### config.mk
export PLATFORM = sky130hd
export DESIGN_NAME = reset_mode_sequencer
export DESIGN_NICKNAME = d
export VERILOG_FILES = /design/src/rtl/reset_mode_pkg.sv /design/src/rtl/reset_mode_sequencer.sv
export SDC_FILE = /design/constraint.sdc
export NUM_CORES = 1
export LEC_CHECK = 0
export ABC_AREA = 1
export BUFFER_PORTS_ARGS = -buffer_cell sky130_fd_sc_hd__buf_2
export CORE_MARGIN = 3
export CORE_UTILIZATION = 49
export DETAILED_ROUTE_END_ITERATION = 8
export HOLD_SLACK_MARGIN = 0.12
export PLACE_DENSITY = 0.82
export SLEW_MARGIN = 20
export SYNTH_ARGS = -nofsm -noshare
export SYNTH_HDL_FRONTEND = slang
export SYNTH_SLANG_ARGS = --single-unit
### constraint.sdc
create_clock -name clock -period 1.9 [get_ports clock]
set_clock_uncertainty 0.2 [all_clocks]
set_input_delay 0 -clock clock [delete_from_list [all_inputs] [get_ports clock]]
set_output_delay 0 -clock clock [all_outputs]
set_load 0.01 [all_outputs]
### src/rtl/reset_mode_pkg.sv
// Shared types for the reset-mode command path.
// Command encodings, sequencer states and the mode-to-domain mask map.
package reset_mode_pkg;

    typedef enum logic [1:0] {
        DEFAULT     = 2'd0,
        NON_DEFAULT = 2'd1,
        DEFAULT0    = 2'd2,
        DEFAULT1    = 2'd3
    } reset_mode_e;

    typedef enum logic [1:0] {
        IDLE  = 2'd0,
        HOLD  = 2'd1,
        STAGE = 2'd2,
        DONE  = 2'd3
    } seq_state_e;

    // Bit 0 selects domain 0, bit 1 selects domain 1.
    function automatic logic [1:0] mode_to_mask(input reset_mode_e m);
        logic [1:0] r;
        r = 2'b00;
        unique case (m)
            DEFAULT:     r = 2'b11;
            DEFAULT0:    r = 2'b01;
            DEFAULT1:    r = 2'b10;
            NON_DEFAULT: r = 2'b00;
        endcase
        return r;
    endfunction

endpackage

### src/rtl/reset_mode_sequencer.sv
// Accepts a reset-mode command and drives a staged assert/release
// sequence onto two downstream reset domains.
module reset_mode_sequencer
    import reset_mode_pkg::*;
#(
    parameter int HOLD_CYCLES = 8,
    parameter int STAGE_GAP   = 4
) (
    input  logic       clock,
    input  logic       reset,
    input  logic       mode_valid,
    input  logic [1:0] mode,
    output logic       mode_ready,
    output logic [1:0] rst_dom,
    output logic       busy,
    output logic       done
);

    localparam int MAXC  = (HOLD_CYCLES > STAGE_GAP) ? HOLD_CYCLES : STAGE_GAP;
    localparam int CNT_W = $clog2(MAXC + 1);

    localparam logic [CNT_W-1:0] HOLD_LAST = CNT_W'(HOLD_CYCLES - 1);
    localparam logic [CNT_W-1:0] GAP_LAST  = CNT_W'(STAGE_GAP - 1);

    seq_state_e       state, state_n;
    logic [1:0]       mask, mask_n;
    logic [CNT_W-1:0] cnt, cnt_n;
    logic [1:0]       dom_n;

    assign mode_ready = (state == IDLE);

    always_comb begin
        state_n = state;
        mask_n  = mask;
        cnt_n   = cnt + CNT_W'(1);
        unique case (state)
            IDLE: begin
                cnt_n = '0;
                if (mode_valid) begin
                    mask_n  = mode_to_mask(reset_mode_e'(mode));
                    state_n = (mask_n != 2'b00) ? HOLD : DONE;
                end
            end
            HOLD: begin
                if (cnt == HOLD_LAST) begin
                    cnt_n   = '0;
                    state_n = (mask == 2'b11) ? STAGE : DONE;
                end
            end
            STAGE: begin
                if (cnt == GAP_LAST) begin
                    cnt_n   = '0;
                    state_n = DONE;
                end
            end
            DONE: begin
                cnt_n   = '0;
                state_n = IDLE;
            end
        endcase
    end

    // Outputs are registered from the next state so they line up with it.
    always_comb begin
        dom_n = 2'b00;
        unique case (1'b1)
            (state_n == HOLD):  dom_n = mask_n;
            (state_n == STAGE): dom_n = 2'b10;
            default:            dom_n = 2'b00;
        endcase
    end

    always_ff @(posedge clock) begin
        if (reset) begin
            state   <= HOLD;
            mask    <= 2'b11;
            cnt     <= '0;
            rst_dom <= 2'b11;
            busy    <= 1'b1;
            done    <= 1'b0;
        end else begin
            state   <= state_n;
            mask    <= mask_n;
            cnt     <= cnt_n;
            rst_dom <= dom_n;
            busy    <= (state_n != IDLE);
            done    <= (state_n == DONE);
        end
    end

endmodule

==> results.cfg <==
[job]
maxCapViolations = 0

[logic_synthesis]
synth_edf_count = 0
async_flop_share_pct = 0
avgSynthCellArea_um2 = 7.42
synth_nets = 100
synth_top_cell_by_area = dfxtp_1
ys.flop_type = dfxtp_1
ys_seq_elements = 12
syn_inst = 87
ys_warn_count = 0
synth_cell_types = 16
synth.most_common_cell = nand2_1
synth_top_cells_by_area = dfxtp_1 37%, ha_1 16%, nand2_1 12%
yosysTopAreaCellShare_pct = 37.2
synthTopCellsByCount = 21 x nand2_1, 15 x inv_1, 12 x dfxtp_1
syn-cell-area_um2 = 646
ys_seq_area_share_pct = 37.2

[sta]
hold_violations = 0
period_needed_ns = 1.84
finalCritPeriodShare_pct = 96.7
slew_headroom_pct = 85.1
setup_ws_ns = 0.0625
finalSetupTns_ns = 0
slew_violations = 0
worstMarginPinSlew_ns = 0.223
hold_ws_ns = 0.306
max_freq_ghz = 0.544
setup_viol = 0

[die]
num_io_pins = 10
die-area_um2 = 1790
rows = 12
core_um2 = 1170
start_util_pct = 55.1
die_y_um = 42.3
die_width_um = 42.3

[layout]
syn_to_final_growth_pct = 26.0
antenna_cells = 0
instances_no_fill = 118
layout-drive-gt1-share_pct = 26.9
finalNetCount = 119

[pwr]
finalPower_uw = 479
p_leak_nw = 0.438
ir_drop_uv = 362
powerDensity_nw_per_um2 = 589

[global_route]
grt_pass1_wl_um = 2170
met2_usage_pct = 24.3
met3_usage_pct = 2.58
grt-busiest-layer = met2
grt.overflow.total = 0
grt_antenna_before_repair = 0
grt_max_degree = 8
grt_usage_pct = 15.9
grt_use_met1_pct = 20.1
grt_pass1_vias = 537

[clock_tree]
clockBufferDepth = 2
clkTransAtPathRegs_ns = 0.07
cts.sinks = 12
cts_tree = yes
cts-buffers-inserted = 3
post_cts_buffers = 0
cts-root-buf = clkbuf_4
h-tree-depth = 1
clock_latency_ns = 0.26

[route]
drtPass1Iterations = 4
drt_wl_total_um = 1220
avgRoutedWirePerCell_um = 10.4
vias = 562
ant_nets = 0
vias_per_cell = 4.76
initialDrtViolationCount = 8
drc = 0

[critical_path]
crit_type = reg2reg
worstRegToRegCells = 8
arrival_ns = 1.85
rr_endpoint = rst_dom[1]
cp_max_fo = 4
end_kind = flop
r2r_start = cnt[0]
critPathLaunchType = flop
r2r_setup_slack_ns = 0.06
worst-endpoint-required_ns = 1.91

[placement]
gp_congestion = 0.817
pre_cts_slack_ns = 0.0337
port_buffers = 9
hpwl_um = 863
dp.cells = 110

[worst_hold_path]
min_from = reset
hold_path_depth = 3
hp-class = in2reg
hold_end = state[1]

[run_status]
run_status = finished, final reports clean
## repair_timing
action                                  in CTS  in global routing
hold endpoints to repair                    12                  0
hold buffers                                 5                  0
resized for setup                            0                  7
endpoints found under the setup margin       0                  2
## layout make-up
| type | count | area [um^2] |
|---|---|---|
| Tap cell | 14 | 17.5 |
| Clock buffer | 3 | 22.5 |
| Fill cell | 95 | 358 |
| Sequential cell | 12 | 243 |
| Multi-Input combinational cell | 57 | 368 |
| Timing Repair Buffer | 14 | 95.1 |
| Inverter | 18 | 67.6 |
## power by group
part	switching (mW)	leakage (nW)	total [mW]	internal (mW)
registers	0.00947	0.0981	0.271	0.261
logic	0.0280	0.327	0.0574	0.0293
clock network	0.0777	0.0138	0.151	0.0732
## cell usage in the layout (no fill, tap or decap), drive strengths merged
cell type    synthesis  layout
nand4                2       2
nand2               23      23
or2                  1       1
ha                   8       8
inv                 18      18
a21oi                3       3
nand3                7       7
buf                  0       9
nor2                10      10
dlygate4sd3          0       5
dfxtp               12      12
clkbuf               0       3
o21ai                2       2
o21bai               1       1
## worst max path at each step
stage,from,end,slack [ns],cells past startpoint
floorplan,cnt[0],rst_dom[0],0.19,8
global placement,cnt[0],rst_dom[1],0.09,8
detailed placement,cnt[0],rst_dom[1],0.03,8
CTS,cnt[0],rst_dom[1],0.0006,8
global route,mode[1],rst_dom[0],-0.04,13
finish,cnt[0],rst_dom[1],0.06,8
## critical path, stage by stage (launching register included)
cell and delay, ns:
dfxtp_2 0.38, ha_4 0.16, nand3_2 0.14, o21bai_4 0.17, nand3_2 0.12, ha_1 0.33, nor2_2 0.14, nand3_1 0.09
nand2_1 0.06
## metrics by stage
step	cell area [um^2]	util [%]
after CTS	781	66.7
after detailed placement	708	60.5
after floorplan	646	-
after global placement	708	60.5
final	813	69.4
after global routing	813	69.4
## logic make-up (layout without fill, tap and decap cells)
| kind of cell | count (synthesis) | after routing | synth area share (%) |
|---|---|---|---|
| DFF | 12 | 12 | 37.2 |
| adders and majority gates | 8 | 8 | 15.5 |
| and+or+nand+nor | 43 | 43 | 30.6 |
| AOI/OAI and AO/OA | 6 | 6 | 6.20 |
| buffers and inverters | 18 | 35 | 10.5 |
## per-layer routing
metal / vias to the layer above / wire, um
li1: 300 / -
met2: 17 / 573
met1: 240 / 562
met3: 5 / 50
met4: 0 / 38
met5: - / 0
## sequential cells by signal (all words and copies together), names as in the netlist
register,cells
busy,1
state,2
cnt,4
mask,2
done,1
rst_dom,2
Note: power is estimated with default switching activity, not from simulation.
